$ cat src/rtl/radar_target_emulator.sv
// Radar target emulator: answers each radar trigger edge with an echo pulse delayed by the programmed range.
// Latency: edge sampled at posedge T, echo rises at posedge T+N, where N = max(1, ceil(range/METERS_PER_CYCLE)).
// Backpressure: none; trigger edges arriving while a round trip is in progress are dropped and counted.
module radar_target_emulator #(
  parameter int unsigned METERS_PER_CYCLE = 15000,
  parameter int unsigned MAX_RANGE        = 600000,
  parameter int unsigned ECHO_WIDTH       = 1
) (
  input  logic        clk,
  input  logic        rst_n,
  input  logic        radar_pulse_trigger,
  input  logic        load_target,
  input  logic [31:0] target_range_in,
  input  logic [15:0] closing_step,
  input  logic        target_present,
  output logic        radar_echo,
  output logic        busy,
  output logic [15:0] pulse_count,
  output logic [7:0]  dropped_triggers,
  output logic [31:0] current_range
);

  localparam int WCW = (ECHO_WIDTH > 1) ? $clog2(ECHO_WIDTH) : 1;
  localparam logic [WCW-1:0] WIDTH_LAST = WCW'(ECHO_WIDTH - 1);
  localparam logic [32:0]    STEP       = 33'(METERS_PER_CYCLE);
  localparam logic [31:0]    MAX_R      = 32'(MAX_RANGE);

  typedef enum logic [1:0] {IDLE, FLIGHT, ECHO} state_t;

  state_t          state;
  logic            trig_d;
  logic [32:0]     acc;
  logic [31:0]     flight_range;
  logic [31:0]     range_reg;
  logic [WCW-1:0]  width_cnt;

  logic            trig_edge;
  logic            echo_last;
  logic [32:0]     acc_next;
  logic [31:0]     closed_range;

  // A held-high trigger produces exactly one edge.
  assign trig_edge = radar_pulse_trigger & ~trig_d;
  // 33-bit accumulator so the sum can never wrap below flight_range.
  assign acc_next = acc + STEP;
  assign echo_last = (state == ECHO) && (width_cnt == WIDTH_LAST);
  // Approaching target: range shrinks by closing_step per echo, clamped at zero.
  assign closed_range = (range_reg > {16'd0, closing_step}) ? (range_reg - {16'd0, closing_step}) : '0;
  assign current_range = range_reg;

  // Trigger history for rising-edge detection.
  always_ff @(posedge clk or negedge rst_n) begin
    if (!rst_n) begin
      trig_d <= 1'b0;
    end else begin
      trig_d <= radar_pulse_trigger;
    end
  end

  // Round-trip FSM: flight range is captured at the edge so later loads do not disturb it.
  always_ff @(posedge clk or negedge rst_n) begin
    if (!rst_n) begin
      state        <= IDLE;
      acc          <= '0;
      flight_range <= '0;
      width_cnt    <= '0;
      radar_echo   <= 1'b0;
      busy         <= 1'b0;
      pulse_count  <= '0;
    end else begin
      case (state)
        IDLE: begin
          radar_echo <= 1'b0;
          busy       <= 1'b0;
          if (trig_edge && target_present && (range_reg <= MAX_R)) begin
            flight_range <= range_reg;
            acc          <= '0;
            state        <= FLIGHT;
            busy         <= 1'b1;
          end
        end
        FLIGHT: begin
          acc <= acc_next;
          if (acc_next >= {1'b0, flight_range}) begin
            state      <= ECHO;
            radar_echo <= 1'b1;
            width_cnt  <= '0;
          end
        end
        ECHO: begin
          if (width_cnt == WIDTH_LAST) begin
            radar_echo  <= 1'b0;
            busy        <= 1'b0;
            pulse_count <= pulse_count + 16'd1;
            state       <= IDLE;
          end else begin
            width_cnt <= width_cnt + WCW'(1);
          end
        end
        default: begin
          state      <= IDLE;
          radar_echo <= 1'b0;
          busy       <= 1'b0;
        end
      endcase
    end
  end

  // Programmed range: an explicit load takes priority over the per-echo closing update.
  always_ff @(posedge clk or negedge rst_n) begin
    if (!rst_n) begin
      range_reg <= '0;
    end else if (load_target) begin
      range_reg <= target_range_in;
    end else if (echo_last) begin
      range_reg <= closed_range;
    end
  end

  // Count trigger edges that arrive while a round trip is in progress, saturating.
  always_ff @(posedge clk or negedge rst_n) begin
    if (!rst_n) begin
      dropped_triggers <= '0;
    end else if (trig_edge && (state != IDLE) && (dropped_triggers != 8'hFF)) begin
      dropped_triggers <= dropped_triggers + 8'd1;
    end
  end

endmodule
$ cat config.mk
export PLATFORM = sky130hd
export DESIGN_NAME = radar_target_emulator
export DESIGN_NICKNAME = d
export VERILOG_FILES = /design/src/rtl/radar_target_emulator.sv
export SDC_FILE = /design/constraint.sdc
export NUM_CORES = 1
export LEC_CHECK = 0
export ABC_AREA = 0
export CORE_ASPECT_RATIO = 0.5
export CORE_MARGIN = 3
export CORE_UTILIZATION = 23
export CTS_BUF_LIST = sky130_fd_sc_hd__clkbuf_4
export DETAILED_ROUTE_END_ITERATION = 7
export PLACE_DENSITY = 0.45
export SLEW_MARGIN = 0
export SYNTH_ARGS = -nofsm -noshare
export SYNTH_HDL_FRONTEND = slang
export SYNTH_SLANG_ARGS = --single-unit
$ cat constraint.sdc
create_clock -name clk -period 7.4 [get_ports clk]
set_clock_uncertainty 0.15 [all_clocks]
set_input_delay 0.74 -clock clk [delete_from_list [all_inputs] [get_ports clk]]
set_output_delay 0.74 -clock clk [all_outputs]
set_load 0.05 [all_outputs]
==> reports/results.ini <==
[die]
die_y_um = 135
rows = 46
core_area_um2 = 32200
initial_core_util_pct = 23.7
die_w_um = 264
ios = 111
die_area_um2 = 35500

[setup_path]
r2r_cells = 15
critical_path_class = register to register
startpoint_type = register
max_stage_delay_ns = 0.69
worstPathArrival_ns = 4.51
reg2reg_setup_slack_ns = 3.20
cp.required_ns = 7.71
worstPathCellList = inv_1 > ha_1 > and3b_1 > o21a_1 > o21ai_0 > a211oi_1 > nand2_1 > xnor2_1 > ha_1 > nor2b_1 > o211ai_1 > a21boi_0 > o41ai_1 > nand4b_1 > o21a_1
crit_fanout = 5
endpoint_kind = register
crit_path_top_delay_cell = a211oi_1

[final_layout]
mostFrequentLayoutCell = dfrtp_1
nets = 1052
area_growth_pct = 24.2
fillCellCount = 3408
final_cell_mix = dfrtp_1, clkdlybuf4s50_1, nand2_1
drive_above_1_share_pct = 5.92
finish.instance_area_um2 = 9470
stdcell_count = 1396

[grt]
antenna_found_initial = 1
grt_max_degree = 72
grt_overflow = 0
grt_pass1_wl_mm = 37.8
grt_pass1_vias = 6683
grt_usage_pct = 13.3

[yosys]
yosys.area_share.adder_pct = 8.14
synth_top_area_share_pct = 40.4
yosys_most_used_dff = dfrtp_1
synth_edf_count = 0
synth_mux_area_share_pct = 1.53
synth_seq_cells = 123
synth_compound_area_share_pct = 18.2
synthTopCellsByArea = dfrtp_1, ha_1, nand2_1, xnor2_1, o21ai_0
synth-simple-area-share_pct = 20.1
synth_cell_types = 67
synth_nets = 951
synth_top_family_by_area = simple AND/OR/NAND/NOR gates
syn_avg_cell_area_um2 = 8.98
async_flop_share_pct = 100
yosys_warnings = 0
syn_area_um2 = 7630
synth_xor_area_share_pct = 6.89
ys_seq_area_share_pct = 40.4
syn_inst = 849
yosysTopAreaCell = dfrtp_1

[clock_network]
cts_tree = yes
cts_root_buffer = clkbuf_4
cts_resized = 0
numCtsBuffers = 17
ctsHoldBuffers = 0
clkLatencyLatePin_ns = 0.56
path_clk_slew_ns = 0.13
max-clock-path-buffers = 2
cts.sinks = 123
post-cts-setup-buffer-count = 0
htreeDepth = 4

[hold_path]
hold_path_class = input pin to async pin

[timing]
slew_headroom_pct = 32.5
maxSlewViolCount = 0
max_freq_mhz = 238
fin_crit_sh_pct = 56.7
finalCriticalPeriod_ns = 4.20
rsz0062_at_grt = no
timing.final.hold_violations = 0
fin_tns_setup_ns = 0
tightest_slew_ns = 1.01
setup_viol = 0

[placement]
io_buffers = 110
hpwl_mm = 16.8
dpl_cell_area_um2 = 9170
gp_congestion = 0.803
dp_cells = 1363

[drt]
postRouteAntennaNets = 0
first_pass_iters = 4
drc = 0
finalWirelength_mm = 22.8
drtIter0Drc = 513
vias = 6512
routedWlPerCell_um = 16.4
drt-vias-per-instance = 4.66

[power_and_ir_drop]
p_int_w = 0.00104
power_frac_seq_pct = 46.7
finalPower_w = 0.00155
switching_share_pct = 32.9
ir_worst_vdd_v = 0.0000870
clkPwrFrac_pct = 34.0
power_frac_comb_pct = 19.2
power_switching_w = 0.000509
p_leak_nw = 4.15
p_per_area_nw_per_um2 = 163

[status]
status = finished clean

[flow_run]
max-cap-violations = 0

## cell usage after synthesis, drive strengths merged, types with 3 or more instances
| cell type | n |
|---|---|
| a21o | 16 |
| buf | 10 |
| dfrtp | 123 |
| nand2b | 10 |
| nand3 | 32 |
| a21oi | 48 |
| o2bb2ai | 11 |
| a21boi | 4 |
| mux2 | 5 |
| nor3b | 3 |
| mux2i | 6 |
| nor3 | 24 |
| a211oi | 6 |
| or2 | 3 |
| xnor2 | 39 |
| nand4 | 16 |
| o211ai | 6 |
| or4 | 5 |
| a211o | 4 |
| o21a | 10 |
| ha | 48 |
| nor4 | 5 |
| o21ai | 57 |
| nor2 | 54 |
| and2 | 8 |
| clkbuf | 24 |
| a22oi | 3 |
| and4 | 11 |
| inv | 59 |
| a22o | 3 |
| or3 | 9 |
| nand2 | 95 |
| and3 | 15 |
| o41ai | 3 |
| nor2b | 6 |
| a2bb2oi | 12 |
| a31oi | 4 |
| xor2 | 21 |
| o22ai | 5 |
## final cells by class
| class | instances | area, um^2 | share of cell area (%) |
|---|---|---|---|
| Multi-Input combinational cell | 633 | 4190 | 44.3 |
| Sequential cell | 123 | 3080 | 32.5 |
| Timing Repair Buffer | 116 | 1140 | 12.0 |
| Tap cell | 432 | 541 | 5.71 |
| Inverter | 59 | 221 | 2.34 |
| Clock inverter | 15 | 173 | 1.82 |
| Clock buffer | 17 | 128 | 1.35 |
| Antenna cell | 1 | 2.50 | 0.0264 |
## worst paths after layout
| path | from | end |
|---|---|---|
| worst max-delay path | acc[3] | radar_echo |
| worst min-delay path | rst_n | acc[27] |
| worst max register to register | acc[3] | radar_echo |
| worst min register to register | pulse_count[15] | pulse_count[15] |
| max in group asynchronous | rst_n | current_range[23] |
| min in group clk | pulse_count[15] | pulse_count[15] |
## logic make-up after synthesis
logic type	count (synthesis)
compound gates	210
xor+xnor	60
fa+ha+maj	49
buf+inv	93
flops	123
mux	11
simple gates	303
## metrics by stage
step,hold WS [ns],util [%],worst slack (ns)
final,0.0813,29.4,3.20
after global routing,0.0709,29.4,2.78
after CTS,0.0618,29.4,3.16
after detailed placement,0.310,28.5,3.20
after global placement,0.306,28.5,3.32
after floorplan,0.292,-,3.80
## registers in the layout, indices dropped and copies added, names as in the netlist
register,flops
acc,30
dropped_triggers,8
pulse_count,16
flight_range,32
trig_d,1
busy,1
radar_echo,1
state,2
current_range,32
## layer usage
layer	part of all wire [%]	up-vias	global-route usage [%]
met5	0	-	0
met3	2.2	19	2.55
li1	-	3230	-
met4	0.99	0	3.12
met2	49	66	22.9
met1	48	3197	17.5
## power groups by stage
stage | Combinational, W | Clock, W | Sequential (W)
after floorplan | 0.000125 | 0 | 0.000784
after global placement | 0.000300 | 0 | 0.000737
after detailed placement | 0.000301 | 0 | 0.000737
after CTS | 0.000302 | 0.000548 | 0.000724
after global routing | 0.000326 | 0.000581 | 0.000728
final | 0.000298 | 0.000527 | 0.000724
## worst max-delay path, delay by kind of cell (launching register included)
kind                     cells  cell delay, ns
AO/OA/AOI/OAI                7            1.96
XOR/XNOR                     1            0.18
adder cells (fa/ha/maj)      2            0.53
buffers and inverters        1            0.08
flip-flops                   1            0.42
AND/OR/NAND/NOR              4            0.79
(Power assumes the default switching activity.)
